$ cat config.mk
export PLATFORM = sky130hd
export DESIGN_NAME = fifo_arbiter
export DESIGN_NICKNAME = d
export VERILOG_FILES = /design/src/rtl/fifo_arbiter.sv
export SDC_FILE = /design/constraint.sdc
export NUM_CORES = 1
export LEC_CHECK = 0
export ABC_AREA = 1
export CORE_MARGIN = 10
export CORE_UTILIZATION = 43
export DETAILED_ROUTE_END_ITERATION = 7
export PLACE_DENSITY = 0.83
export SLEW_MARGIN = 20
export SYNTH_ARGS = -nofsm -noshare
export SYNTH_HDL_FRONTEND = slang
export SYNTH_SLANG_ARGS = --single-unit
$ cat constraint.sdc
create_clock -name clk -period 4.1 [get_ports clk]
set_input_delay 0.82 -clock clk [delete_from_list [all_inputs] [get_ports clk]]
set_output_delay 0.82 -clock clk [all_outputs]
set_load 0.03 [all_outputs]
$ cat src/rtl/fifo_arbiter.sv
// Four-lane round-robin write arbiter in front of a flagless shared FIFO.
// Issues one WRITE, READ or IDLE per cycle and keeps the FIFO's shadow occupancy count.
module fifo_arbiter #(
   parameter int unsigned DEPTH     = 16,
   parameter int unsigned LOG_DEPTH = 4,
   parameter int unsigned WIDTH     = 8
) (
   input  logic                   clk,
   input  logic                   reset,
   input  logic [3:0]             req,
   input  logic [4*WIDTH-1:0]     req_data,
   output logic [3:0]             grant,
   output logic                   fifo_clear,
   output logic                   fifo_write_enable,
   output logic [WIDTH-1:0]       fifo_write_data,
   output logic                   fifo_read_enable,
   input  logic [WIDTH-1:0]       fifo_read_data,
   input  logic                   fifo_valid,
   input  logic                   pop_req,
   output logic [WIDTH-1:0]       pop_data,
   output logic                   pop_valid,
   output logic [LOG_DEPTH:0]     occupancy,
   output logic                   full,
   output logic                   empty
);

   localparam int unsigned NUM_LANES = 4;
   localparam int unsigned OCC_W     = LOG_DEPTH + 1;
   localparam int unsigned LANE_W    = 2;

   typedef enum logic [1:0] {
      OP_IDLE  = 2'd0,
      OP_WRITE = 2'd1,
      OP_READ  = 2'd2
   } op_e;

   typedef enum logic {
      LAST_WRITE = 1'b0,
      LAST_READ  = 1'b1
   } last_op_e;

   logic [NUM_LANES-1:0] grant_q,  grant_d;
   logic                 clear_q,  clear_d;
   logic                 we_q,     we_d;
   logic [WIDTH-1:0]     wdata_q,  wdata_d;
   logic                 re_q,     re_d;
   logic [OCC_W-1:0]     occ_q,    occ_d;
   logic [LANE_W-1:0]    rr_ptr_q, rr_ptr_d;
   last_op_e             last_op_q, last_op_d;

   logic [NUM_LANES-1:0] lane_elig;
   logic                 lane_found;
   logic [LANE_W-1:0]    sel_lane;
   logic [LANE_W-1:0]    probe;
   logic                 wr_ok;
   logic                 rd_ok;
   op_e                  op;

   // Round-robin search over lanes that requested and were not granted last cycle.
   always_comb begin
      lane_elig  = req & ~grant_q;
      lane_found = 1'b0;
      sel_lane   = '0;
      probe      = '0;
      for (int k = 0; k < NUM_LANES; k++) begin
         probe = rr_ptr_q + LANE_W'(k);
         if (!lane_found && lane_elig[probe]) begin
            lane_found = 1'b1;
            sel_lane   = probe;
         end
      end
   end

   // Operation select: write and read are mutually exclusive, conflicts alternate.
   always_comb begin
      wr_ok = lane_found && (occ_q < OCC_W'(DEPTH)) && !clear_q;
      rd_ok = pop_req && (occ_q != '0) && !clear_q;
      op    = OP_IDLE;
      if (wr_ok && rd_ok) begin
         op = (last_op_q == LAST_WRITE) ? OP_READ : OP_WRITE;
      end else if (wr_ok) begin
         op = OP_WRITE;
      end else if (rd_ok) begin
         op = OP_READ;
      end
   end

   // Next-state and registered strobes; occupancy moves at the issuing edge.
   always_comb begin
      grant_d   = '0;
      clear_d   = 1'b0;
      we_d      = 1'b0;
      wdata_d   = '0;
      re_d      = 1'b0;
      occ_d     = occ_q;
      rr_ptr_d  = rr_ptr_q;
      last_op_d = last_op_q;
      case (op)
         OP_WRITE: begin
            grant_d   = NUM_LANES'(1) << sel_lane;
            we_d      = 1'b1;
            wdata_d   = req_data[sel_lane*WIDTH +: WIDTH];
            occ_d     = occ_q + OCC_W'(1);
            rr_ptr_d  = sel_lane + LANE_W'(1);
            last_op_d = LAST_WRITE;
         end
         OP_READ: begin
            re_d      = 1'b1;
            occ_d     = occ_q - OCC_W'(1);
            last_op_d = LAST_READ;
         end
         default: begin
         end
      endcase
   end

   // clear_q resets high so the FIFO sees one clear edge after release.
   always_ff @(posedge clk or negedge reset) begin
      if (!reset) begin
         grant_q   <= '0;
         clear_q   <= 1'b1;
         we_q      <= 1'b0;
         wdata_q   <= '0;
         re_q      <= 1'b0;
         occ_q     <= '0;
         rr_ptr_q  <= '0;
         last_op_q <= LAST_WRITE;
      end else begin
         grant_q   <= grant_d;
         clear_q   <= clear_d;
         we_q      <= we_d;
         wdata_q   <= wdata_d;
         re_q      <= re_d;
         occ_q     <= occ_d;
         rr_ptr_q  <= rr_ptr_d;
         last_op_q <= last_op_d;
      end
   end

   assign grant             = grant_q;
   assign fifo_clear        = clear_q;
   assign fifo_write_enable = we_q;
   assign fifo_write_data   = wdata_q;
   assign fifo_read_enable  = re_q;
   assign occupancy         = occ_q;
   assign full              = (occ_q == OCC_W'(DEPTH));
   assign empty             = (occ_q == '0);

   // Consumer passthrough, forced low while reset is held.
   assign pop_valid = fifo_valid & reset;
   assign pop_data  = reset ? fifo_read_data : '0;

endmodule
==> results of run 1 <==
synthesized netlist by cell type, drive strengths merged, types with 2 or more instances:
cell / n / area, sq um
inv: 57 / 226
clkbuf: 2 / 7.51
ha: 9 / 113
dfrtp: 22 / 551
o21ai: 7 / 35.0
nand4: 2 / 18.8
a21oi: 16 / 80.1
nand2: 63 / 302
nor2: 11 / 62.6
nand3: 43 / 265
buf: 5 / 56.3
nand3b: 8 / 60.1
state kept, by name, summed over array words and instances (netlist names):
name / cells
fifo_write_enable: 1
last_op_q: 1
occupancy: 5
rr_ptr_q: 2
grant: 4
fifo_clear: 1
fifo_write_data: 8
fifo_read_enable: 1
metal layers:
metal	global-route usage	vias up	share of wire
met5	0	-	0
met3	0.0596	4	0.11
li1	-	945	-
met1	0.164	839	0.42
met4	0.0359	0	0.0033
met2	0.230	79	0.47
cell families (layout without fill, tap and decap cells):
kind of cell / count (synthesis) / in the layout
AO/OA/AOI/OAI: 25 / 25
other: 1 / 1
adder cells (fa/ha/maj): 10 / 10
AND/OR/NAND/NOR: 129 / 129
flip-flops: 23 / 23
XOR/XNOR: 2 / 2
buffers and inverters: 65 / 142
final timing paths:
check | startpoint | to | slack [ns]
hold / removal | last_op_q | last_op_q | 0.49
hold reg to reg | last_op_q | last_op_q | 0.49
max in group asynchronous | reset | fifo_clear | 2.67
min in group asynchronous | reset | grant[1] | 1.15
setup / recovery | req[3] | occupancy[4] | 0.39
setup reg to reg | rr_ptr_q[0] | occupancy[4] | 0.74
worst register-to-register path: cells and delay by family (launching register included):
| family | cells | cell delay [ns] |
|---|---|---|
| flops | 1 | 0.63 |
| compound gates | 3 | 0.49 |
| simple gates | 11 | 1.15 |
| xor+xnor | 1 | 0.13 |
| fa+ha+maj | 2 | 0.72 |
| buf+inv | 2 | 0.13 |
power by group:
part	internal [uW]	total (uW)	switching, uW
registers	314	401	87.3
logic	542	1490	945
clock network	67.8	139	71.4
final cells by class:
| type | count | area [sq um] |
|---|---|---|
| Clock buffer | 3 | 41.3 |
| Timing Repair Buffer | 80 | 796 |
| Multi-Input combinational cell | 167 | 1010 |
| Tap cell | 50 | 62.6 |
| Inverter | 58 | 230 |
| Clock inverter | 1 | 5.00 |
| Sequential cell | 23 | 577 |
| Fill cell | 359 | 1390 |
through the flow:
step	instance area, sq um	hold slack [ns]	worst slack (ns)
global placement	2680	0.468	0.295
floorplan	1880	0.450	0.940
detailed placement	2680	0.480	0.169
finish	2720	0.494	0.393
CTS	2720	0.499	0.408
global route	2720	0.538	0.204
==> impl_metrics.py, run 1 <==
metrics = {
    "outcome": {
        "run_status": "finished, final reports clean",
    },
    "cells_and_area": {
        "utilization": 0.662,
        "final_common_cell": "clkdlybuf4s50_1",
        "fin_nets": 391,
        "antennaDiodeCount": 0,
        "drive_gt1_frac": 0.127,
        "final_cell_mix": "clkdlybuf4s50_1 (78), inv_1 (55), nand2_1 (45)",
        "fin_cells": 382,
        "syn2layout_area_growth_pct": 44.7,
    },
    "global_routing": {
        "grt_pass1_vias": 1805,
        "grt_pass1_wl_um": 8640,
        "grt_remaining_overflow": 0,
        "antenna_found_initial": 0,
        "grt_max_degree": 24,
        "grt.total_usage": 0.140,
    },
    "route": {
        "vias": 1867,
        "drtPass1Iterations": 4,
        "wirelength_um": 5160,
        "vias_per_cell": 4.89,
        "drc": 0,
        "ant_nets": 0,
        "routedWlPerCell_um": 13.5,
        "drt_iter0_drc": 101,
    },
    "worst_hold_path": {
        "hold_path_depth": 2,
        "hp-class": "flip-flop to flip-flop",
    },
    "pwr": {
        "max-vdd-ir-drop_mv": 0.460,
        "total_power_uw": 2030,
        "p_per_area_nw_per_um2": 745,
        "power.leakage_uw": 0.00143,
    },
    "logic_synthesis": {
        "synth_compound_area_frac": 0.0718,
        "synthesis.nets": 313,
        "synth_edf_count": 0,
        "synthesis.area_sq_um": 1880,
        "avgSynthCellArea_sq_um": 7.38,
        "synthAdderAreaFrac": 0.0705,
        "synth_cell_types": 30,
        "yosysSeqAreaShare": 0.307,
        "ys.flop_type": "dfrtp_1",
        "synth_xor_area_frac": 0.00931,
        "synth_cells": 255,
        "synth_mux_area_frac": 0,
        "ys_ff_latch": 23,
        "synth_top_family_by_area": "simple AND/OR/NAND/NOR gates",
        "synthArstFlopShare": 1.00,
        "yosysWarnings": 0,
        "yosys.area_share.simple": 0.384,
    },
    "clock_network": {
        "cts_buffers": 3,
        "cts_resized": 0,
        "cts_sinks": 23,
        "cts_setup_buffers": 0,
        "clk_path_buf_depth": 2,
        "cts_tree": "done",
        "worstSkewPairLatency_ns": 0.26,
        "cts.clk_slew.worst_paths_ns": 0.08,
        "hold_buffers": 0,
        "clockRootBuffer": "clkbuf_8",
        "cts.htree.levels": 1,
    },
    "sta": {
        "fin_crit_ns": 3.71,
        "setup_viol": 0,
        "hold_violations": 0,
        "rsz0062_at_grt": "no",
        "slew_violations": 0,
        "setup-tns-final_ns": 0,
        "fmax_ghz": 0.270,
        "fin_crit_sh": 0.904,
        "skew_ns": 0.00278,
    },
    "critical_path": {
        "critical_path_class": "primary input to flip-flop",
        "worstPathMaxFanout": 6,
        "required_ns": 4.25,
        "cp_common_cell": "nor2_1",
        "slowest_delay_ns": 0.51,
        "crit_family": "simple AND/OR/NAND/NOR gates",
        "crit_buf_inv": 3,
        "path_depth": 20,
        "cp-start-kind": "primary input",
        "arrival_ns": 3.86,
        "reg2reg_depth": 19,
        "worst_path_max_delay_cell": "clkdlybuf4s50_1",
        "endpoint_kind": "flip-flop",
        "path_cells": "clkdlybuf4s50_1 -> nand3_2 -> nand3_1 -> nand2_2 -> nand2_1 -> nor2_1 -> a21oi_1 -> inv_1 -> or2_1 -> a21oi_1 -> inv_1 -> ha_1 -> fa_1 -> a21oi_1 -> nor2_1 -> nor2_1 -> nand2_1 -> nand2_1 -> nor2_1 -> xor2_1",
    },
    "floorplan": {
        "num_io_pins": 79,
        "core_sq_um": 4120,
        "start_util": 0.457,
        "die_area_sq_um": 7420,
        "rows": 23,
        "die_h_um": 86.2,
        "die_w_um": 86.2,
    },
    "place": {
        "placed_cells": 378,
        "gp_congestion": 0.884,
        "place_hpwl_um": 4280,
        "portBuffers": 78,
    },
    "job": {
        "maxCapViolCount": 0,
    },
}
Note: power is estimated with default switching activity, not from simulation.
==> run 2, diff against run 1 <==
--- a/config.mk
+++ b/config.mk
@@ -10,7 +10,7 @@
 export CORE_UTILIZATION = 43
 export DETAILED_ROUTE_END_ITERATION = 7
 export PLACE_DENSITY = 0.83
-export SLEW_MARGIN = 20
+export SETUP_SLACK_MARGIN = 0.05
 export SYNTH_ARGS = -nofsm -noshare
 export SYNTH_HDL_FRONTEND = slang
 export SYNTH_SLANG_ARGS = --single-unit
==> results of run 2 <==
No change in the layout: final DEF, timing and power equal those of run 1.
==> RTL edit 1: new RTL, flow settings as in run 2 <==
Make the reset (`reset`) synchronous in one clocked block.
--- a/src/rtl/fifo_arbiter.sv
+++ b/src/rtl/fifo_arbiter.sv
@@ -115,7 +115,7 @@
    end
 
    // clear_q resets high so the FIFO sees one clear edge after release.
-   always_ff @(posedge clk or negedge reset) begin
+   always_ff @(posedge clk) begin
       if (!reset) begin
          grant_q   <= '0;
          clear_q   <= 1'b1;
Formal check against the unedited RTL: differs if reset is asserted again (counterexample within 4 cycles, from zero or initial values and one cycle with reset low); with reset held inactive, the same outputs for 10 cycles.
==> RTL edit 1 against run 2 <==
  * Maximum frequency up 3.7%
  * Area after synthesis down 9.2%
  * Total power down 3.8%
  * Wire length down 3.9%
  * Worst setup slack better by 0.13 ns
  * Largest power group unchanged
  * Sequential cell count unchanged
  * Register-to-register slack better by 0.04 ns
  * Sequential power down 9.0%
  * Design area down 7.0%
==> RTL edit 1: results (changes against run 2) <==
Run status
  – Outcome: completed

Synth
  – Xor/xnor cell area share of the yosys netlist: 1.02% (+0.094 points)
  – Synth Area in Compound Gates: 6.81% (-0.37 points)
  – Adder-Cell Fraction of Synth Area: 4.83% (-2.2 points)
  – Sequential fraction of the synthesis area: 26.9% (-3.7 points)
  – Syn nets: 307 (-1.9%)
  – Synth Flop Type: dfxtp_1
  – Ys async rst share: 0% (-100 points)
  – Top post-synthesis cells by area: dfxtp_1 (27%), nand2_1 (20%), inv_1 (8.1%), nand3_1 (7.6%), nand3_2 (4.7%)
  – Post-synth top cells: nand2_1 (89), inv_1 (37), nand3_1 (26)
  – Mux cell area share after synthesis: 0% (unchanged)

STA
  – Minimum clock period: 3.57 ns (-0.133 ns)
  – Worst-Margin Slew: 0.581 ns
  – Final hold violation count: 0 (unchanged)
  – Clock Skews: 0.00125 ns (-0.00153 ns)

Place
  – Detailed Place HPWL: 3990 microns (-7.0%)
  – Final Wtd Congestion: 0.847 (-4.2%)
  – Dpl ws: 0.268 ns (+0.0997 ns)

Global route
  – GRT Util Overall: 14.2% (+0.21 points)
  – Grt met1 use: 14.7% (-1.7 points)
  – Met3 usage: 5.47% (-0.49 points)
  – First-pass GRT wire length: 8560 microns (-0.88%)
  – Largest net degree at the start of global routing: 20 (-17%)
  – Met2 global-route usage: 25.8% (+2.8 points)

Worst setup path
  – R2R Path Start: rr_ptr_q[0]$_SDFFE_PN0N_
  – Worst Setup SP: req[1]
  – RR Endpoint: occupancy[4]$_SDFFE_PN0P_
  – Worst EP arrival: 3.78 ns (-0.08 ns)
  – Worst r2r path cells: 21 (+2)
  – R2R setup slack: 0.78 ns (+0.04 ns)

Power and ir drop
  – Pleak: 1.26 nW (-11%)
  – Maximum vdd drop: 0.325 mV (-29%)

CTS
  – CTS resizes: 0 (unchanged)
  – Setup bufs post-CTS: 0 (unchanged)
  – H-tree Lvls: 1 (unchanged)
  – Num CTS Buffers: 3 (unchanged)
  – Clk root buf: clkbuf_8

Drt
  – Starting DRT DRC Count: 47 (-53%)
  – 1st-pass router iterations: 4 (unchanged)
  – Via count: 1816 (-2.7%)
  – DRT Wirelength: 4960 microns (-3.9%)

Min path
  – Worst Hold Class: register to register

Final layout
  – Max reg flops: 8 (unchanged)
  – Share of layout cells above drive strength 1: 12.5% (-0.15 points)
  – FILL cells: 332 (-7.5%)
  – # nets final: 383 (-2.0%)
## RTL edit 1: critical path, stage by stage
cell,delay [ns]
clkdlybuf4s50_1,0.49
nand3_2,0.11
nand3_1,0.18
nand2_4,0.10
nand2_1,0.09
nor2_2,0.04
nand2_1,0.05
nand2_1,0.05
a211oi_1,0.31
inv_1,0.08
ha_1,0.29
ha_1,0.38
nand2_1,0.07
nand2_1,0.05
a21oi_1,0.07
or2_2,0.27
nand3_1,0.09
o21ai_0,0.08
a21oi_1,0.14
## RTL edit 1: stage by stage
stage	instances	power [mW]	util, %	area [sq um]
6_report	376	1.95	67.6	2530
5_1_grt	376	2.15	67.6	2530
4_1_cts	376	1.97	67.6	2530
3_5_place_dp	372	1.81	66.4	2480
3_3_place_gp	372	1.79	66.4	2480
2_1_floorplan	253	1.53	-	1710
## RTL edit 1: cell families (layout without fill, tap and decap cells)
logic type / Yosys count / count (layout)
flops: 23 / 23
simple gates: 154 / 154
buf+inv: 47 / 122
compound gates: 21 / 21
xor+xnor: 2 / 2
fa+ha+maj: 6 / 6
## RTL edit 1: worst min path at each step
stage | start | to | slack, ns | cells after the start
3_5_place_dp | last_op_q$_SDFFE_PN0P_ | last_op_q$_SDFFE_PN0P_ | 0.48 | 2
2_1_floorplan | last_op_q$_SDFFE_PN0P_ | last_op_q$_SDFFE_PN0P_ | 0.45 | 2
5_1_grt | last_op_q$_SDFFE_PN0P_ | last_op_q$_SDFFE_PN0P_ | 0.53 | 2
3_3_place_gp | last_op_q$_SDFFE_PN0P_ | last_op_q$_SDFFE_PN0P_ | 0.47 | 2
6_report | last_op_q$_SDFFE_PN0P_ | last_op_q$_SDFFE_PN0P_ | 0.49 | 2
4_1_cts | last_op_q$_SDFFE_PN0P_ | last_op_q$_SDFFE_PN0P_ | 0.49 | 2
## RTL edit 1: cell type report
type                       instances  area (sq um)  share of cell area, %
clock inverter                     1          5.00                  0.198
timing repair buffer              78           781                   30.8
tap                               48          60.1                   2.37
multi-input combinational        183          1030                   40.6
sequential                        23           460                   18.2
clock buffer                       3          41.3                   1.63
inverter                          40           155                   6.13
## RTL edit 1: power breakdown
part           switching (mW)  total [mW]  internal, mW
clock                  0.0762       0.144        0.0679
sequential             0.0615       0.365         0.304
combinational           0.943        1.44         0.498
total                    1.08        1.95         0.869
## RTL edit 1: layer usage
metal,part of all wire [%],vias to the layer above
met5,0,-
met4,1.0,0
met3,8.6,4
met2,52,50
met1,39,827
li1,-,935
==> RTL edit 2: new RTL, flow settings as in run 2 <==
Without the edit above. Change the localparam `LANE_W` from 2 to 4.
--- a/src/rtl/fifo_arbiter.sv
+++ b/src/rtl/fifo_arbiter.sv
@@ -26,7 +26,7 @@
 
    localparam int unsigned NUM_LANES = 4;
    localparam int unsigned OCC_W     = LOG_DEPTH + 1;
-   localparam int unsigned LANE_W    = 2;
+   localparam int unsigned LANE_W    = 4;
 
    typedef enum logic [1:0] {
       OP_IDLE  = 2'd0,
Formal check against the unedited RTL: not equivalent (a bounded check fails within 4 cycles, from zero or initial values and one cycle with reset low).
==> RTL edit 2 against run 2 <==
  * Wire length increased by 9.2%
  * Total power increased by 11%
  * Worst hold slack got worse by 0.0025 ns
  * Sequential share of layout area increased by 0.25 points
  * Area after synthesis increased by 11%
  * Design area increased by 7.4%
  * Highest routed layer unchanged
  * Worst setup slack improved by 0.17 ns
  * Largest power group unchanged
  * Register-to-register slack got worse by 0.18 ns
  * Clock power increased by 4%
  * Die area increased by 8.3%
  * Sequential cell count increased by 2
  * Global-route usage increased by 0.38 points
  * Combinational power increased by 12%
==> RTL edit 2: results (changes against run 2) <==
Synth
  – Mean post-synth cell area: 6.84 sq um (-7.3%)
  – Synth Flop Type: dfrtp_1
  – Adder-Cell Fraction of Synth Area: 6.95% (-0.093 points)
  – Post-synth cell types: 31 (+3.3%)
  – Syn nets: 364 (+16%)
  – Xor/xnor cell area share of the yosys netlist: 3.36% (+2.4 points)
  – Top post-synthesis cells by area: dfrtp_1 (29%), nand2_1 (22%), nand3_1 (7.2%), ha_1 (6.0%), inv_1 (5.8%)
  – Post-synth top cells: nand2_1 (122), inv_1 (32), nand3_1 (30)
  – Synth Warn #: 0 (unchanged)
  – Sequential fraction of the synthesis area: 30.0% (-0.62 points)
  – Ys async rst share: 100% (unchanged)
  – Mux cell area share after synthesis: 0% (unchanged)
  – Synth Area in Compound Gates: 4.68% (-2.5 points)

Min path
  – Worst hold start: last_op_q$_DFFE_PN0P_
  – Worst Hold Class: register to register

Place
  – Detailed Place HPWL: 4510 microns (+5.4%)
  – Port buffer count: 78 (unchanged)
  – Placement Cell Area: 0.00288 sq mm (+7.6%)
  – Final Wtd Congestion: 0.944 (+6.8%)

Drt
  – 1st-pass router iterations: 4 (unchanged)
  – Met2 wire len: 2870 microns (+18%)
  – Top sig layer: met4
  – DRT Wirelength: 5630 microns (+9.2%)
  – Starting DRT DRC Count: 121 (+20%)
  – M1 wire length: 2300 microns (+7.3%)
  – Avg Vias per Cell: 4.67 (-4.4%)
  – DR WL met3: 358 microns (-36%)

Global route
  – First-pass GRT wire length: 9460 microns (+9.5%)
  – Number of antenna violations at the first check in global routing: 0 (unchanged)
  – Largest net degree at the start of global routing: 36 (+50%)
  – GRT Util Overall: 14.4% (+0.38 points)
  – Vias in the first global route: 2092 (+16%)

Final layout
  – # nets final: 438 (+12%)
  – Post-route insts no fill: 445 (+16%)
  – Share of layout cells above drive strength 1: 9.26% (-3.4 points)
  – Max reg flops: 8 (unchanged)
  – Diode count: 0 (unchanged)

Worst setup path
  – Cell with the largest stage delay on the worst path: dfrtp_1
  – Slowest stage delay, CP: around 0.50 ns
  – Worst Setup SP: rr_ptr_q[1]$_DFFE_PN0P_
  – Crit path max-delay family: adder cells
  – Worst Path Max Fanout: 7 (+1)
  – Worst EP arrival: 3.74 ns (-0.12 ns)

Power and ir drop
  – Sw Ratio: 55.8% (+1.3 points)
  – Sequential power: 439 uW (+9.5%)
  – Maximum vdd drop: 0.404 mV (-12%)
  – Clk pwr share: 6.4% (-0.5 points)
  – Pleak: 1.52 nW (+6.3%)

CTS
  – Clk root buf: clkbuf_8
  – Num CTS Buffers: 3 (unchanged)
  – CTS resizes: 0 (unchanged)
  – Clk_lat worst skew: 0.27 ns
  – Reg clk slew, reported paths: roughly 0.090 ns
  – Maximum clock path buffer count: 2 (unchanged)
  – Setup bufs post-CTS: 0 (unchanged)
  – H-tree Lvls: 1 (unchanged)

STA
  – Clock Skews: 0.00389 ns (+0.00112 ns)

Run status
  – Outcome: completed
[RTL edit 2: final cells by class]
type | instances | area (sq um)
well taps | 67 | 83.8
inverters | 40 | 160
clock buffers | 4 | 45.0
flip-flops and latches | 25 | 627
repair buffers | 79 | 788
fillers | 427 | 1800
multi-input cells | 230 | 1220
[RTL edit 2: layer usage]
metal / track usage [%] / vias up
li1: - / 1093
met1: 16.4 / 927
met2: 25.5 / 51
met3: 3.79 / 8
met4: 4.91 / 0
met5: 0 / -
[RTL edit 2: path summary, 6_finish.rpt]
check / slack (ns) / cells past startpoint / to
worst max-delay path: 0.56 / 20 / occupancy[4]$_DFFE_PN0P_
worst min-delay path: 0.49 / 2 / last_op_q$_DFFE_PN0P_
worst max register to register: 0.56 / 20 / occupancy[4]$_DFFE_PN0P_
worst min register to register: 0.49 / 2 / last_op_q$_DFFE_PN0P_
max in group asynchronous: 2.63 / 2 / fifo_clear$_DFF_PN1_
min in group asynchronous: 1.18 / 2 / fifo_write_enable$_DFF_PN0_
[RTL edit 2: worst reg2reg max path: stages, from the launching register on]
cell and delay [ns]:
dfrtp_1 0.50, inv_1 0.22, ha_1 0.38, inv_1 0.14
nand3_1 0.11, nand2_2 0.12, nand3_4 0.10, o21ai_0 0.22
o21ai_0 0.14, inv_1 0.08, ha_1 0.25, inv_1 0.12
fa_1 0.36, inv_1 0.10, a21oi_1 0.07, nor2_1 0.10
nor2_1 0.06, nand2_1 0.06, nand2_1 0.06, nor2_1 0.11
xor2_1 0.15
[RTL edit 2: metrics by stage]
step | total power, mW | setup WS [ns]
2_1_floorplan | 1.74 | 1.13
3_3_place_gp | 2.07 | 0.555
3_5_place_dp | 2.10 | 0.402
4_1_cts | 2.26 | 0.576
5_1_grt | 2.49 | 0.179
6_report | 2.26 | 0.561
